### src/rtl/lfsr_pkg.sv
// Shared definitions for the LFSR generator: mode encodings, the per-cycle
// action decode, a table of primitive tap masks, and the one-step
// next-state function used by the combinational datapath.
package lfsr_pkg;

    localparam int MAX_WIDTH = 32;

    localparam logic MODE_PRBS = 1'b0;
    localparam logic MODE_MISR = 1'b1;

    // What the register bank does on the coming edge.
    typedef enum logic [2:0] {
        ACT_HOLD,
        ACT_LOAD,
        ACT_STEP,
        ACT_WRAP,
        ACT_RECOVER,
        ACT_MISR
    } action_e;

    // Maximal-length tap masks. Bit i set means stage i is tapped, with the
    // top stage of each width always present.
    function automatic logic [MAX_WIDTH-1:0] primitive_taps(input int width);
        case (width)
            2:       return 32'h0000_0003;
            3:       return 32'h0000_0006;
            4:       return 32'h0000_000C;
            5:       return 32'h0000_0014;
            6:       return 32'h0000_0030;
            7:       return 32'h0000_0060;
            8:       return 32'h0000_00B8;
            9:       return 32'h0000_0110;
            10:      return 32'h0000_0240;
            11:      return 32'h0000_0500;
            12:      return 32'h0000_0829;
            13:      return 32'h0000_100D;
            14:      return 32'h0000_2015;
            15:      return 32'h0000_6000;
            16:      return 32'h0000_D008;
            17:      return 32'h0001_2000;
            18:      return 32'h0002_0400;
            19:      return 32'h0004_0023;
            20:      return 32'h0009_0000;
            21:      return 32'h0014_0000;
            22:      return 32'h0030_0000;
            23:      return 32'h0042_0000;
            24:      return 32'h00E1_0000;
            25:      return 32'h0120_0000;
            26:      return 32'h0200_0023;
            27:      return 32'h0400_0013;
            28:      return 32'h0900_0000;
            29:      return 32'h1400_0000;
            30:      return 32'h2000_0029;
            31:      return 32'h4800_0000;
            32:      return 32'h8020_0003;
            default: return '0;
        endcase
    endfunction

    // Ones in the low `width` bits.
    function automatic logic [MAX_WIDTH-1:0] width_mask(input int width);
        if (width >= MAX_WIDTH) begin
            return '1;
        end
        return (MAX_WIDTH'(1) << width) - MAX_WIDTH'(1);
    endfunction

    // One PRBS step of a `width`-bit register held in the low bits of `cur`.
    // Fibonacci feeds the parity of the tapped stages into stage 0; Galois
    // folds the mask into the shifted value whenever the top stage is set.
    function automatic logic [MAX_WIDTH-1:0] lfsr_step(
        input logic [MAX_WIDTH-1:0] cur,
        input logic [MAX_WIDTH-1:0] taps,
        input int                   width,
        input logic                 galois
    );
        logic [MAX_WIDTH-1:0] mask;
        logic [MAX_WIDTH-1:0] shifted;
        logic                 msb;
        logic                 fb;
        mask    = width_mask(width);
        shifted = (cur << 1) & mask;
        msb     = |(cur & (mask ^ (mask >> 1)));
        fb      = ^(cur & taps & mask);
        if (galois) begin
            return shifted ^ (msb ? (taps & mask) : '0);
        end
        return shifted | MAX_WIDTH'(fb);
    endfunction

endpackage

### src/rtl/lfsr_next.sv
// Combinational next-state logic: one Fibonacci or Galois step of the
// current state, optionally XORed with the signature input for MISR use.
module lfsr_next
    import lfsr_pkg::*;
#(
    parameter int               WIDTH  = 8,
    parameter logic [WIDTH-1:0] TAPS   = WIDTH'(primitive_taps(WIDTH)),
    parameter bit               GALOIS = 1'b0
) (
    input  logic [WIDTH-1:0] cur,
    input  logic             misr_en,
    input  logic [WIDTH-1:0] sig_in,
    output logic [WIDTH-1:0] nxt
);

    // Step the state, then fold in the compression input when in MISR mode.
    always_comb begin
        nxt = WIDTH'(lfsr_step(MAX_WIDTH'(cur), MAX_WIDTH'(TAPS), WIDTH, GALOIS))
              ^ (misr_en ? sig_in : '0);
    end

endmodule

### src/rtl/lfsr_gen.sv
// Parametrised LFSR / MISR generator. Holds the state, the reference value
// used for period-wrap detection, the step counter and the sticky lock-up
// flag. Priority on every edge is reset, then load, then enable.
module lfsr_gen
    import lfsr_pkg::*;
#(
    parameter int               WIDTH  = 8,
    parameter logic [WIDTH-1:0] TAPS   = WIDTH'(primitive_taps(WIDTH)),
    parameter logic [WIDTH-1:0] SEED   = WIDTH'(1),
    parameter bit               GALOIS = 1'b0
) (
    input  logic             clk,
    input  logic             rst_n,
    input  logic             en,
    input  logic             load,
    input  logic [WIDTH-1:0] din,
    input  logic             mode,
    input  logic [WIDTH-1:0] sig_in,
    output logic [WIDTH-1:0] q,
    output logic             bit_out,
    output logic             lockup,
    output logic             wrap,
    output logic [WIDTH-1:0] step_cnt
);

    logic [WIDTH-1:0] ref_val;
    logic             mode_seen;
    logic             mode_changed;
    logic [WIDTH-1:0] nxt;
    action_e          action;

    lfsr_next #(
        .WIDTH  (WIDTH),
        .TAPS   (TAPS),
        .GALOIS (GALOIS)
    ) u_next (
        .cur     (q),
        .misr_en (mode == MODE_MISR),
        .sig_in  (sig_in),
        .nxt     (nxt)
    );

    // Decode what this edge does; wrap is judged against the reference value.
    always_comb begin
        // NOTE: default assigned first so every path drives action and no latch is inferred.
        action = ACT_HOLD;
        if (load) begin
            action = ACT_LOAD;
        end else if (en) begin
            if (mode == MODE_MISR) begin
                action = ACT_MISR;
            end else if (q == '0) begin
                action = ACT_RECOVER;
            end else if (nxt == ref_val) begin
                action = ACT_WRAP;
            end else begin
                action = ACT_STEP;
            end
        end
    end

    assign mode_changed = (mode != mode_seen);
    assign bit_out      = q[WIDTH-1];

    // State register and wrap reference.
    always_ff @(posedge clk) begin
        // NOTE: sequential state uses non-blocking assignments so every register samples pre-edge values.
        if (!rst_n) begin
            q       <= SEED;
            ref_val <= SEED;
        end else begin
            case (action)
                ACT_LOAD: begin
                    q       <= din;
                    ref_val <= din;
                end
                ACT_RECOVER: begin
                    q       <= SEED;
                    ref_val <= SEED;
                end
                ACT_STEP, ACT_WRAP, ACT_MISR: begin
                    q <= nxt;
                end
                default: begin
                end
            endcase
        end
    end

    // Step counter: restarts on load, recovery, wrap or any mode change.
    always_ff @(posedge clk) begin
        if (!rst_n) begin
            step_cnt <= '0;
        end else if (mode_changed) begin
            step_cnt <= '0;
        end else begin
            case (action)
                ACT_LOAD, ACT_RECOVER, ACT_WRAP: step_cnt <= '0;
                ACT_STEP, ACT_MISR:              step_cnt <= step_cnt + WIDTH'(1);
                default: begin
                end
            endcase
        end
    end

    // Status flags: one-cycle wrap pulse, sticky lock-up, registered mode.
    always_ff @(posedge clk) begin
        if (!rst_n) begin
            wrap      <= 1'b0;
            lockup    <= 1'b0;
            mode_seen <= MODE_PRBS;
        end else begin
            wrap      <= (action == ACT_WRAP);
            mode_seen <= mode;
            if (action == ACT_LOAD) begin
                lockup <= 1'b0;
            end else if (action == ACT_RECOVER) begin
                lockup <= 1'b1;
            end
        end
    end

endmodule

### config.mk
export PLATFORM = sky130hd
export DESIGN_NAME = lfsr_gen
export DESIGN_NICKNAME = d
export VERILOG_FILES = /design/src/rtl/lfsr_pkg.sv /design/src/rtl/lfsr_next.sv /design/src/rtl/lfsr_gen.sv
export SDC_FILE = /design/constraint.sdc
export NUM_CORES = 1
export LEC_CHECK = 0
export CAP_MARGIN = 20
export CORE_ASPECT_RATIO = 0.8
export CORE_MARGIN = 2
export CORE_UTILIZATION = 30
export CTS_CLUSTER_DIAMETER = 30
export CTS_CLUSTER_SIZE = 14
export DETAILED_ROUTE_END_ITERATION = 16
export GPL_TIMING_DRIVEN = 0
export SYNTH_ARGS = -nofsm -noshare
export SYNTH_HDL_FRONTEND = slang
export SYNTH_SLANG_ARGS = --single-unit
### constraint.sdc
create_clock -name clk -period 3.1 [get_ports clk]
set_clock_uncertainty 0.1 [all_clocks]
set_input_delay 0.465 -clock clk [delete_from_list [all_inputs] [get_ports clk]]
set_output_delay 0.465 -clock clk [all_outputs]
set_load 0.01 [all_outputs]
# Word level (Yosys, flattened, before mapping)
# Cells that the tools add are included.
[op_classes] add_sub_neg=1 bitwise=3 n_mux=9 reduce_logical=10 eq_ne=7
[op_table] cell="8-bit case mux with 2 select lines" count=2
[op_table] cell="32-bit XOR reduction" count=1
[op_table] cell="8-bit case mux with 3 select lines" count=1
[op_table] cell="3-bit two-way mux" count=4
[op_table] cell="8-bit by 1-bit adder with 8-bit output (second input constant)" count=1
[op_table] cell="8-bit == test" count=1
[op_table] cell="8-bit logical NOT" count=1
[op_table] cell="8-bit two-way mux" count=1
[op_table] cell="8-bit by 1-bit OR with 8-bit output" count=1
[op_table] cell="8-bit XOR" count=1
[op_table] cell="3-bit by 2-bit == test with 1-bit output (second input constant)" count=2
[op_table] cell="3-bit == test (second input constant)" count=2
[op_table] cell="2-bit OR reduction" count=3
[op_table] cell="3-bit OR reduction" count=2
[op_table] cell="2-bit nonzero test" count=2
[op_table] cell="3-bit by 1-bit == test with 1-bit output (second input constant)" count=1
[op_table] cell="3-bit nonzero test" count=1
[op_table] cell="1-bit two-way mux" count=1
[op_table] cell="1-bit inequality test" count=1
[op_table] cell="1-bit inverter" count=1
[word_totals] register_bits=27 out_inout_bits=19 input_bits=21

# Depth between registers and ports, before layout
[depth] word_depth=12 ltp_mapped=8 depth_no_buf=7

# Modules after synthesis
# Synthesis repeated with hierarchy kept, for this count alone.
[unflattened] cells_unflattened=149 area_unflattened_um2=1396.3
[by_module_without_submodules] module="lfsr_gen" seq_area_each_um2=540.5 n_inst=1 cells_per_inst=130 area_each_um2=1252.5
[by_module_without_submodules] module="lfsr_next" seq_area_each_um2=0.0 n_inst=1 cells_per_inst=19 area_each_um2=143.9

# Worst setup path before layout
# No wires, ideal clock.
[synth_timing] path_type="register to register" from="reg q[4]" to="reg wrap" period_less_slack_ns=2.352 path_stages_with_launch=9 setup_time_ns=0.061 n_path_buf=1 arrival_time_ns=2.191 path_slack_ns=0.748 cell_sequence="dfxtp_1 -> inv_1 -> ha_1 -> xnor3_1 -> xor3_1 -> a2111oi_1 -> and4b_1 -> buf_6 -> and4_1"
[synth_via] elab_chain_len=10 elab_cells_between_ends=11 cone_classes="eq/ne: 2; mux: 5; bitwise: 2; reduce/logical: 2"
[synth_lines] item="start, declared" line_no="lfsr_gen.sv:19" text="output logic [WIDTH-1:0] q,"
[synth_lines] item="start signal, assigned" line_no="lfsr_gen.sv:74" text="q <= din;"
[synth_lines] item="start signal, assigned" line_no="lfsr_gen.sv:82" text="q <= nxt;"
[synth_lines] item="32-bit XOR reduction" line_no="lfsr_pkg.sv:84" text="fb = ^(cur & taps & mask);"
[synth_lines] item="8-bit by 1-bit OR with 8-bit output" line_no="lfsr_pkg.sv:88" text="return shifted | MAX_WIDTH'(fb);"
[synth_lines] item="8-bit XOR" line_no="lfsr_next.sv:19" text="^ (misr_en ? sig_in : '0);"
[synth_lines] item="8-bit == test" line_no="lfsr_gen.sv:54" text="end else if (nxt == ref_val) begin"
[synth_lines] item="1-bit two-way mux" line_no="lfsr_gen.sv:54"
[synth_lines] item="3-bit two-way mux *" line_no="lfsr_gen.sv:52" text="end else if (q == '0) begin"
[synth_lines] item="3-bit two-way mux *" line_no="lfsr_gen.sv:50" text="if (mode == MODE_MISR) begin"
[synth_lines] item="3-bit two-way mux *" line_no="lfsr_gen.sv:49" text="end else if (en) begin"
[synth_lines] item="3-bit two-way mux *" line_no="lfsr_gen.sv:47" text="if (load) begin"
[synth_lines] item="3-bit by 2-bit == test with 1-bit output *" line_no="lfsr_gen.sv:113" text="wrap <= (action == ACT_WRAP);"
[synth_lines] item="end signal, assigned" line_no="lfsr_gen.sv:113"
[synth_lines] item="end, declared" line_no="lfsr_gen.sv:22" text="output logic wrap,"
# Mark *: on every way between the ends. The rest lies on a longest branch, timed or not.
# A chain may end at the register's enable or synchronous reset.

# Worst setup path in the final report
[layout_timing] from="in mode" to="reg ref_val[0]"
[layout_via] elab_chain_len=10 elab_cells_between_ends=12 cone_classes="eq/ne: 3; mux: 7; bitwise: 1; reduce/logical: 1"
[layout_lines] item="start, declared" line_no="lfsr_gen.sv:17" text="input logic mode,"
[layout_lines] item="8-bit two-way mux" line_no="lfsr_next.sv:19"
[layout_lines] item="8-bit XOR" line_no="lfsr_next.sv:19"
[layout_lines] item="8-bit == test" line_no="lfsr_gen.sv:54"
[layout_lines] item="1-bit two-way mux" line_no="lfsr_gen.sv:54"
[layout_lines] item="3-bit two-way mux" line_no="lfsr_gen.sv:52"
[layout_lines] item="3-bit two-way mux *" line_no="lfsr_gen.sv:50"
[layout_lines] item="3-bit two-way mux *" line_no="lfsr_gen.sv:49"
[layout_lines] item="3-bit two-way mux *" line_no="lfsr_gen.sv:47"
[layout_lines] item="3-bit == test / 3-bit by 1-bit == test with 1-bit output (equally long branches)" line_no="lfsr_gen.sv:72" text="case (action)"
[layout_lines] item="8-bit case mux with 2 select lines / 2-bit nonzero test (equally long branches)"
[layout_lines] item="end signal, assigned" line_no="lfsr_gen.sv:75" text="ref_val <= din;"
[layout_lines] item="end, declared" line_no="lfsr_gen.sv:26" text="logic [WIDTH-1:0] ref_val;"
# Marked as above.

==> impl_results.md <==
* Reg power frac at 48.3%
* Vias/cell at 5.125
* Int Power at 0.0005640 W
* RSZ-0062 raised after global routing: no
* Final period util at 93.81%
* WL/cell at 14.81 um
* CP endpoint kind: flip-flop
* Core ar. at 0.005094 sq mm
* Ys Warns at 0
* Register area share after synthesis at 33.41%
* Antenna-violating nets left at 0
* PwrDens at 369.1 mW/mm^2
* Finish-stage setup viols at 0
* Sw frac at 28.33%
* Post-CTS Setup Bufs at 0
* Leak at 0.7845 nW
* Layout area overhead at 31.79%
* Largest area contributor in the netlist: dfxtp_1
* Hold-fix buffers, CTS at 0
* Clock Power Share at 25.6%
* Final Hold Fails at 0
* Antenna cells at 0
* Die area at 0.005999 sq mm
* Vias at 1481
* Resize count post-CTS at 0
* Minimum clock period at 2.908 ns
* Placed cells at 285
* Worst Path Max Fanout at 10
* Hpwl dp at 3.188 mm
* Max Cap Viol at 0
* Total wire length at 4.280 mm
* Maximum root-to-sink buffer count at 2
* Finished Layout Cells at 289
* Yosys cell types at 39
* Clock root cell: clkbuf_8
* Clock tree from TritonCTS: built
* Arr. time, crit path at 2.94 ns
* Worst-path clk slew at 0.09 ns
* First-pass DRT Iterations at 4
* Sw Pwr at 0.0002229 W
* Post-synthesis cell area at 0.001618 sq mm
* Worst IR Drop VDD at 0.1249 mV
* WP data required at 3.14 ns
* Logic pwr share at 26.1%
* PortBufs at 39
* Die Span X at 86.10 um
* Run status: completed
* Clock Sinks at 27
* Initial antenna violation count at 0
* H-tree levels at 1
* Final nets at 251
* Detailed Route Iter0 Violations at 75
* Synth area leaders: dfxtp_1 33%, a22oi_1 6.5%, xnor2_1 6.0%
* Boundary Pins at 40
* Share of cells above drive strength 1 at 3.965%
* GRT Total Usage at 14.87%
* Global-route wire length before repair at 7.072 mm
* GRT overflow at 0
* Skew-Pair Late Insertion Delay at 0.28 ns
* Post-synth net total at 207
* Peak Freq at 343.8 MHz
* Largest net degree at the start of global routing at 16
* Slew HR at 39.24%
* Top cell type's share of synthesized area at 33.41%
* Vias in the first global route at 1450
* Slew of the pin with the lowest slew margin at 0.9071 ns
* Die H at 69.68 um
* Synthesized instance count at 184
* CTS Buf Count at 3
* # rows at 23
* Final Core Density at 41.86%
* Type of the worst setup path: input port to flip-flop
* Worst Hold Class: flip-flop to flip-flop
* Post-Syn Area per Cell at 8.792 sq um
* #FFs+latches synth at 27
* Slew Limit Fails at 0
* Worst Setup Start Kind: input port
* Starting Density at 31.76%
* Async SR Flop Fraction at 0%
* EDFF count, synth at 0
* Placer congestion estimate at 0.8142
* DRC at 0
* Most used DFF post-synth: dfxtp_1
final timing paths:
path	cells past startpoint	start	slack, ns	to
max	7	mode	0.19	ref_val[0]
min	2	lockup	0.40	lockup
max reg2reg	8	q[4]	0.50	wrap
min reg2reg	2	lockup	0.40	lockup
flip-flops by register name, indices dropped and copies added, names as in the netlist:
signal	count
q	8
ref_val	8
step_cnt	8
lockup	1
mode_seen	1
wrap	1
layer usage:
metal	routed length (um)	up-vias	part of all wire (%)	GRT usage (%)
met5	0	-	0	0
met4	44	0	1.0	4.056
met3	216	5	5.0	3.214
met2	1746	44	41	21.19
met1	2273	682	53	22.28
li1	-	750	-	-
stage by stage:
step           instance area, sq um  setup slack [ns]  TNS [ns]  total power, W  hold WS [ns]
6_report                       2132            0.1917         0       0.0007869        0.3960
5_1_grt                        2132           0.01865         0       0.0008266        0.4418
4_1_cts                        2132            0.2421         0       0.0007920        0.4089
3_5_place_dp                   2086          -0.03135  -0.03135       0.0005904        0.3875
3_3_place_gp                   2086          -0.02194  -0.02194       0.0005890        0.3831
2_1_floorplan                  1618            0.7477         0       0.0005084        0.3859
kinds of logic (layout without fill, tap and decap cells):
logic type                 after synthesis  after routing  share of synthesized area, %
adders and majority gates                2              2                         1.547
buffers and inverters                   16             59                         4.873
muxes                                    1              1                        0.6960
xor gates and xnor gates                24             24                         17.32
AOI/OAI and AO/OA                       48             48                         20.03
DFF                                     27             27                         33.41
and+or+nand+nor                         66             66                         22.12
layout by cell type (no fill, tap or decap), types with 2 or more instances in the layout:
cell,instances
clkdlybuf4s50_1,39
dfxtp_1,27
nand2_1,18
a22oi_1,14
nor2b_1,13
xnor2_1,11
a21oi_1,10
o21ai_0,9
xor2_1,8
inv_1,7
nand3_1,7
clkbuf_1,6
and2_1,6
nor2_1,6
xnor3_1,4
nand4b_1,4
a31oi_1,3
o2111ai_1,3
nor3_1,3
clkbuf_8,3
buf_6,2
o32ai_1,2
nand2b_1,2
ha_1,2
power by group through the flow:
stage               combinational (W)  clock, W  sequential (W)
floorplan                    0.000121         0        0.000387
global placement             0.000201         0        0.000388
detailed placement           0.000202         0        0.000388
CTS                          0.000204  0.000208        0.000380
global route                 0.000223  0.000221        0.000383
finish                       0.000205  0.000202        0.000380
Yosys cell counts, types with 3 or more instances:
| library cell | count |
|---|---|
| nor3_1 | 3 |
| xnor2_1 | 11 |
| nand4b_1 | 4 |
| xnor3_1 | 4 |
| nand2_1 | 18 |
| dfxtp_1 | 27 |
| o21ai_0 | 9 |
| nor2_1 | 6 |
| inv_1 | 7 |
| and2_1 | 6 |
| clkbuf_1 | 6 |
| nor2b_1 | 13 |
| a22oi_1 | 14 |
| o2111ai_1 | 3 |
| xor2_1 | 8 |
| nand3_1 | 7 |
| a31oi_1 | 3 |
| a21oi_1 | 10 |
worst max-delay path, stage by stage:
cell,delay (ns)
clkdlybuf4s50_1,0.52
clkbuf_1,0.40
clkbuf_1,0.43
inv_1,0.15
a31oi_1,0.68
nor2b_1,0.21
o21ai_0,0.09
area by class of cell:
class	instances	area [sq um]
fill	515	2962
multi-input combinational	141	998.5
sequential	27	540.5
timing repair buffer	39	390.4
tap	62	77.57
buffer	9	52.55
clock buffer	3	41.29
inverter	7	26.28
clock inverter	1	5.005
(Power assumes the default switching activity.)
